--- src/rtl/mem_arbiter.sv ---
// mem_arbiter
//   Two-requester arbiter (CPU and loader/debug port) in front of a single
//   synchronous single-port RAM. Each transaction takes three cycles:
//   IDLE (request sampled, winner latched), ACCESS (RAM strobe for exactly
//   one cycle), RESP (one-cycle ack to the owner, read data returned).
//
//   Configuration macro: MEM_ARBITER_ROUND_ROBIN_EN
//     defined   : ties go to the requester not granted last
//                 (CPU wins the first tie after reset)
//     undefined : fixed priority, CPU always wins ties
//
// Ports
//   clk           in   system clock, rising edge
//   reset         in   synchronous, active-low
//   cpu_req/we    in   CPU request / write enable
//   cpu_addr      in   9-bit word address
//   cpu_wdata     in   32-bit write data
//   cpu_rdata     out  32-bit read data (valid from the ack cycle on)
//   cpu_ack       out  one-cycle completion pulse
//   ldr_*         -    same set for the loader/debug port
//   ram_en/we     out  RAM strobe / write enable, high only in ACCESS
//   ram_addr      out  RAM word address (holds last driven value)
//   ram_wdata     out  RAM write data (holds last driven value)
//   ram_rdata     in   RAM read data, valid the cycle after ram_en
//   grant         out  current owner: 00 none, 01 CPU, 10 loader
//   access_count  out  completed transactions, saturating at 16'hFFFF

module mem_arbiter (
  input  logic        clk,
  input  logic        reset,
  input  logic        cpu_req,
  input  logic        cpu_we,
  input  logic [8:0]  cpu_addr,
  input  logic [31:0] cpu_wdata,
  output logic [31:0] cpu_rdata,
  output logic        cpu_ack,
  input  logic        ldr_req,
  input  logic        ldr_we,
  input  logic [8:0]  ldr_addr,
  input  logic [31:0] ldr_wdata,
  output logic [31:0] ldr_rdata,
  output logic        ldr_ack,
  output logic        ram_en,
  output logic        ram_we,
  output logic [8:0]  ram_addr,
  output logic [31:0] ram_wdata,
  input  logic [31:0] ram_rdata,
  output logic [1:0]  grant,
  output logic [15:0] access_count
);

  typedef enum logic [1:0] {
    IDLE   = 2'd0,
    ACCESS = 2'd1,
    RESP   = 2'd2
  } state_t;

  localparam logic [1:0] GRANT_NONE = 2'b00;
  localparam logic [1:0] GRANT_CPU  = 2'b01;
  localparam logic [1:0] GRANT_LDR  = 2'b10;

  state_t      state;
  state_t      next_state;
  logic        pick_cpu;
  logic        pick_ldr;
  logic        txn_we;
  logic [31:0] cpu_rdata_q;
  logic [31:0] ldr_rdata_q;

`ifdef MEM_ARBITER_ROUND_ROBIN_EN
  // 1 = loader was granted last; reset value makes the CPU win the first tie
  logic        last_ldr;
`endif

  // Arbitration among requests seen in IDLE
  always_comb begin
    pick_cpu = 1'b0;
    pick_ldr = 1'b0;
`ifdef MEM_ARBITER_ROUND_ROBIN_EN
    if (cpu_req && ldr_req) begin
      if (last_ldr) begin
        pick_cpu = 1'b1;
      end else begin
        pick_ldr = 1'b1;
      end
    end else begin
      pick_cpu = cpu_req;
      pick_ldr = ldr_req;
    end
`else
    pick_cpu = cpu_req;
    pick_ldr = ldr_req && !cpu_req;
`endif
  end

  // Next-state logic
  always_comb begin
    next_state = state;
    case (state)
      IDLE:    if (pick_cpu || pick_ldr) next_state = ACCESS;
      ACCESS:  next_state = RESP;
      RESP:    next_state = IDLE;
      default: next_state = IDLE;
    endcase
  end

  // State register
  always_ff @(posedge clk) begin
    if (!reset) begin
      state <= IDLE;
    end else begin
      state <= next_state;
    end
  end

  // Datapath and registered outputs. The RAM strobe is registered on the
  // IDLE->ACCESS edge so it is high for exactly the ACCESS cycle; the ack is
  // registered on the ACCESS->RESP edge so it is high for exactly RESP.
  always_ff @(posedge clk) begin
    if (!reset) begin
      grant        <= GRANT_NONE;
      cpu_ack      <= 1'b0;
      ldr_ack      <= 1'b0;
      cpu_rdata_q  <= '0;
      ldr_rdata_q  <= '0;
      ram_en       <= 1'b0;
      ram_we       <= 1'b0;
      ram_addr     <= '0;
      ram_wdata    <= '0;
      access_count <= '0;
      txn_we       <= 1'b0;
`ifdef MEM_ARBITER_ROUND_ROBIN_EN
      last_ldr     <= 1'b1;
`endif
    end else begin
      cpu_ack <= 1'b0;
      ldr_ack <= 1'b0;
      ram_en  <= 1'b0;
      ram_we  <= 1'b0;
      case (state)
        IDLE: begin
          if (pick_cpu) begin
            grant     <= GRANT_CPU;
            txn_we    <= cpu_we;
            ram_en    <= 1'b1;
            ram_we    <= cpu_we;
            ram_addr  <= cpu_addr;
            ram_wdata <= cpu_wdata;
          end else if (pick_ldr) begin
            grant     <= GRANT_LDR;
            txn_we    <= ldr_we;
            ram_en    <= 1'b1;
            ram_we    <= ldr_we;
            ram_addr  <= ldr_addr;
            ram_wdata <= ldr_wdata;
          end
`ifdef MEM_ARBITER_ROUND_ROBIN_EN
          if (pick_cpu || pick_ldr) begin
            last_ldr <= pick_ldr;
          end
`endif
        end
        ACCESS: begin
          cpu_ack <= (grant == GRANT_CPU);
          ldr_ack <= (grant == GRANT_LDR);
          if (access_count != '1) begin
            access_count <= access_count + 16'd1;
          end
        end
        RESP: begin
          if (!txn_we) begin
            if (grant == GRANT_CPU) begin
              cpu_rdata_q <= ram_rdata;
            end else if (grant == GRANT_LDR) begin
              ldr_rdata_q <= ram_rdata;
            end
          end
          grant <= GRANT_NONE;
        end
        default: ;
      endcase
    end
  end

  // RAM read data only arrives in RESP; it is forwarded straight to the
  // owner so the data is valid alongside the ack, then held in the register.
  always_comb begin
    cpu_rdata = cpu_rdata_q;
    ldr_rdata = ldr_rdata_q;
    if (state == RESP && !txn_we) begin
      if (grant == GRANT_CPU) begin
        cpu_rdata = ram_rdata;
      end else if (grant == GRANT_LDR) begin
        ldr_rdata = ram_rdata;
      end
    end
  end

endmodule
--- config.mk ---
export PLATFORM = sky130hd
export DESIGN_NAME = mem_arbiter
export DESIGN_NICKNAME = d
export VERILOG_FILES = /design/src/rtl/mem_arbiter.sv
export SDC_FILE = /design/constraint.sdc
export NUM_CORES = 1
export LEC_CHECK = 0
export ABC_CLOCK_PERIOD_IN_PS = 3830
export CORE_AREA = 5 5 141 143
export CTS_BUF_LIST = sky130_fd_sc_hd__clkbuf_4 sky130_fd_sc_hd__clkbuf_8
export DETAILED_ROUTE_END_ITERATION = 12
export DIE_AREA = 0 0 146 148
export HOLD_SLACK_MARGIN = 0.02
export PLACE_DENSITY = 0.72
export SLEW_MARGIN = 20
export SYNTH_ARGS = -nofsm -noshare
export SYNTH_HDL_FRONTEND = slang
export SYNTH_SLANG_ARGS = --single-unit
--- constraint.sdc ---
create_clock -name clk -period 3.83 [get_ports clk]
set_clock_uncertainty 0.05 [all_clocks]
set_input_delay 0.9575 -clock clk [delete_from_list [all_inputs] [get_ports clk]]
set_output_delay 0.9575 -clock clk [all_outputs]
set_load 0.02 [all_outputs]
# Word-level counts from Yosys, hierarchy flattened

Cells that the tools add are included.

Mux-type cells: 20
Reduce and logical (&&, ||, !) cells: 14
Eq/ne operators: 7
Bitwise logic cells: 1
Add/sub/neg operators: 1

Operators with widths:

| kind                                                            | number |
|---|---|
| 32-bit two-way mux                                              | 7 |
| 9-bit two-way mux                                               | 2 |
| 16-bit by 1-bit adder with 16-bit output, second input constant | 1 |
| 16-bit inequality test, second input constant                   | 1 |
| 2-bit AND reduction                                             | 6 |
| 2-bit one-hot mux with 2 select lines                           | 2 |
| 1-bit two-way mux                                               | 6 |
| 2-bit two-way mux                                               | 3 |
| 2-bit by 1-bit == test with 1-bit output, second input constant | 2 |
| 2-bit == test, second input constant                            | 2 |
| 2-bit nonzero test                                              | 2 |
| 3-bit inequality test, second input constant                    | 1 |
| 1-bit logical AND                                               | 2 |
| 1-bit zero test                                                 | 2 |
| 2-bit zero test                                                 | 1 |
| 2-bit inequality test, second input constant                    | 1 |
| 1-bit logical OR                                                | 1 |
| 1-bit inverter                                                  | 1 |

Output and inout port bits: 127
Input port bits: 120
Logic and storage cells: 55
Register bits: 130

# Logic depth before layout (Yosys ltp)

Word-level depth: 5
Mapped depth: 7
Gate-level depth less buffers: 5

# Least setup slack after synthesis

No wires, ideal clock.

Kind: register -> output
Start point: reg state[0]
End point: out ldr_rdata[0]
Cell stages (with the launch flop): 6
Path slack: 1.479 ns
Arrival time: 1.343 ns
Path buffers: 2
Cells stage by stage: dfxtp_1 > buf_4 > nor3b_2 > nand3b_2 > buf_6 > mux2_4

Cells in the longest elaborated chain, start to end: 3

RTL lines:

| element                | line | text |
|---|---|---|
| from (decl)            | 62   | `state_t state;` |
| from (signal assigned) | 112  | `state <= next_state;` |
| 2-bit == test          | 190  | `if (state == RESP && !txn_we) begin` |
| 1-bit logical AND      | 190  |  |
| 32-bit two-way mux     | 190  |  |
| to (decl)              | 41   | `output logic [31:0] ldr_rdata,` |

No other way between the ends.

# Final worst setup path

Start point: reg state[1]
End point: out ldr_rdata[27]

The elaborated chain is that of the path after synthesis.

==> flow_summary.toml <==
[yosys]
netlist_top_cells_count = "dfxtp_1 (130), and2_1 (64), mux2_4 (60)"
ys_ff_latch = 130
async_reset_ff_share_pct = 0
yosysTopAreaCell = "dfxtp_1"
syn_nets = 635
syn_inst = 514
synthFlopType = "dfxtp_1"
synth_edf_count = 0
ys.warnings.count = 0
synth_cell_types = 43
syn_area_mm2 = 0.00564
synth.top_cell.area_share_pct = 46.1
yosys-top-cells-area = "dfxtp_1 (46%), mux2_4 (16%), mux2i_1 (7.8%), and2_1 (7.1%), a211oi_1 (5.6%)"
seq_area_frac_synth_pct = 46.1
post-synth-top-count-cell = "dfxtp_1"
syn_area_per_cell_um2 = 11.0

[detailed_routing]
antenna_left = 0
firstDrtPassIters = 4
vias = 4537
drt_iter0_markers = 68
wl_per_cell_um = 15.5
drc = 0
via_per_inst = 4.56
drt_wl_total_um = 15400

[clock_tree]
root_buffer = "clkbuf_8"
hold_buffers = 0
clk_latency_ps = 420
cts_tree = "built"
clockBufferDepth = 2
cts-resized-gates = 0
numCtsBuffers = 17
cts_sinks = 130
post-cts-setup-buffers = 0
htreeDepth = 4
clkTransAtPathRegs_ps = 80

[cells_and_area]
syn_to_final_growth_pct = 54.2
n_antenna_cell = 0
fin_area_mm2 = 0.00870
layout.nets = 870
drive_gt1_share_pct = 14.7
multi_input_area_mm2 = 0.00282
fillers = 1732
fin_util_pct = 47.1
seqCellArea_mm2 = 0.00260

[grt]
grt_start_max_net_pins = 72
first_global_vias = 4569
antenna_found_initial = 0
grt_overflow = 0
grt_pass1_wl_um = 24600
track_usage_pct = 14.3

[floorplan]
coreArea_mm2 = 0.0185
ios = 247
start_util_pct = 30.6
die_h_um = 148
dieArea_mm2 = 0.0216
die_w_um = 146
std_cell_rows = 50

[power]
p_comb_share_pct = 17.2
switching_share_pct = 25.6
clockPowerShare_pct = 38.2
p_leak_nw = 3.61
ir_worst_vdd_mv = 0.170
p_sw_mw = 0.831
intPower_mw = 2.42
power_frac_seq_pct = 44.6
p_per_area_mw_per_mm2 = 374
power.total_mw = 3.25

[flow_run]
maxCapViolCount = 0

[place]
place_area_mm2 = 0.00828
place_ws_ps = 548
hpwl_um = 11200
place.gp.congestion = 0.753
portBuffers = 246

[critical_path]
cp_max_fo = 32
path_class = "reg2out"
required_ps = 2820
cp-start-kind = "flip-flop"
cp.arrival_ps = 2460
endpoint_kind = "output port"

[timing]
setup_tns_ps = 0
tightest_slew_ps = 903
min_period_over_period_pct = 90.6
finalMaxSlewViolations = 0
period_needed_ps = 3470
rsz0062_at_grt = "no"
setup_ws_ps = 361
fmax_mhz = 288
finalSetupViolCount = 0
relSlewSlack_pct = 39.6
hold_viol = 0

[min_path]
hold_class = "reg2reg"

[status]
outcome = "completed"
-- state kept, by name, summed over array words and instances, names as in the netlist --
| name | cells |
|---|---|
| access_count | 16 |
| ram_en | 1 |
| ldr_ack | 1 |
| cpu_rdata_q | 32 |
| ldr_rdata_q | 32 |
| ram_wdata | 32 |
| grant | 2 |
| txn_we | 1 |
| cpu_ack | 1 |
| ram_addr | 9 |
| state | 2 |
| ram_we | 1 |
-- per-layer routing --
metal	GRT usage, %	share of wire (%)	wire, µm
met3	6.71	11	1630
met1	16.9	44	6730
met4	5.22	1.6	250
met2	22.7	44	6830
met5	0	0	0
-- stage by stage --
stage	hold slack (ps)	instances
floorplan	439	514
global placement	436	964
detailed placement	440	964
CTS	450	996
global route	465	996
finish	446	996
-- path summary, 6_finish.rpt --
check / start / endpoint / slack [ps] / cells past startpoint
setup / recovery: state[1] / ldr_rdata[27] / 360 / 5
hold / removal: ram_addr[4] / ram_addr[4] / 450 / 2
setup reg to reg: access_count[0] / access_count[13] / 1710 / 5
hold reg to reg: ram_addr[4] / ram_addr[4] / 450 / 2
-- cell type report --
| cell class | count | area share [%] |
|---|---|---|
| clock inverters | 9 | 1.50 |
| inverters | 5 | 0.216 |
| flip-flops and latches | 130 | 29.9 |
| repair buffers | 253 | 29.2 |
| clock buffers | 23 | 3.35 |
| well taps | 234 | 3.36 |
| multi-input cells | 342 | 32.4 |
-- power by group through the flow --
stage | combinational (mW) | clock (mW) | sequential (mW)
floorplan | 0.202 | 0 | 1.54
global route | 0.605 | 1.36 | 1.46
global placement | 0.564 | 0 | 1.48
finish | 0.560 | 1.24 | 1.45
detailed placement | 0.566 | 0 | 1.48
CTS | 0.569 | 1.30 | 1.45
-- cell families after synthesis --
family / after synthesis / share of synthesized area, %
buffers and inverters: 42 / 3.93
adder cells (fa/ha/maj): 1 / 0.222
AND/OR/NAND/NOR: 160 / 15.7
AO/OA/AOI/OAI: 72 / 9.25
XOR/XNOR: 1 / 0.155
flip-flops: 130 / 46.1
multiplexers: 108 / 24.6
-- critical path, cell delays in order, from the launching register on --
cell and delay, ps:
dfxtp_1 480, nor3b_2 300, nand3b_2 130, buf_12 220, mux2_4 330, clkdlybuf4s50_1 560
-- cell usage in the layout, fill, tap and decap left out, drive strengths merged, types with 2 or more instances in the layout --
cell type	n
a211oi	42
a21oi	11
and2	64
clkdlybuf4s50	244
mux2i	44
or3	7
o21ai	8
clkinv	5
nand4	6
dfxtp	130
inv	5
nand3b	2
nand3	5
buf	9
o41ai	2
o31ai	3
nor4	4
o211a	2
mux2	64
nor3b	3
nand2b	2
bufinv	3
nand2	7
or4	3
and4	2
nor2	48
clkbuf	23
nor3	3
No activity file was read; power rests on OpenSTA's default activity.
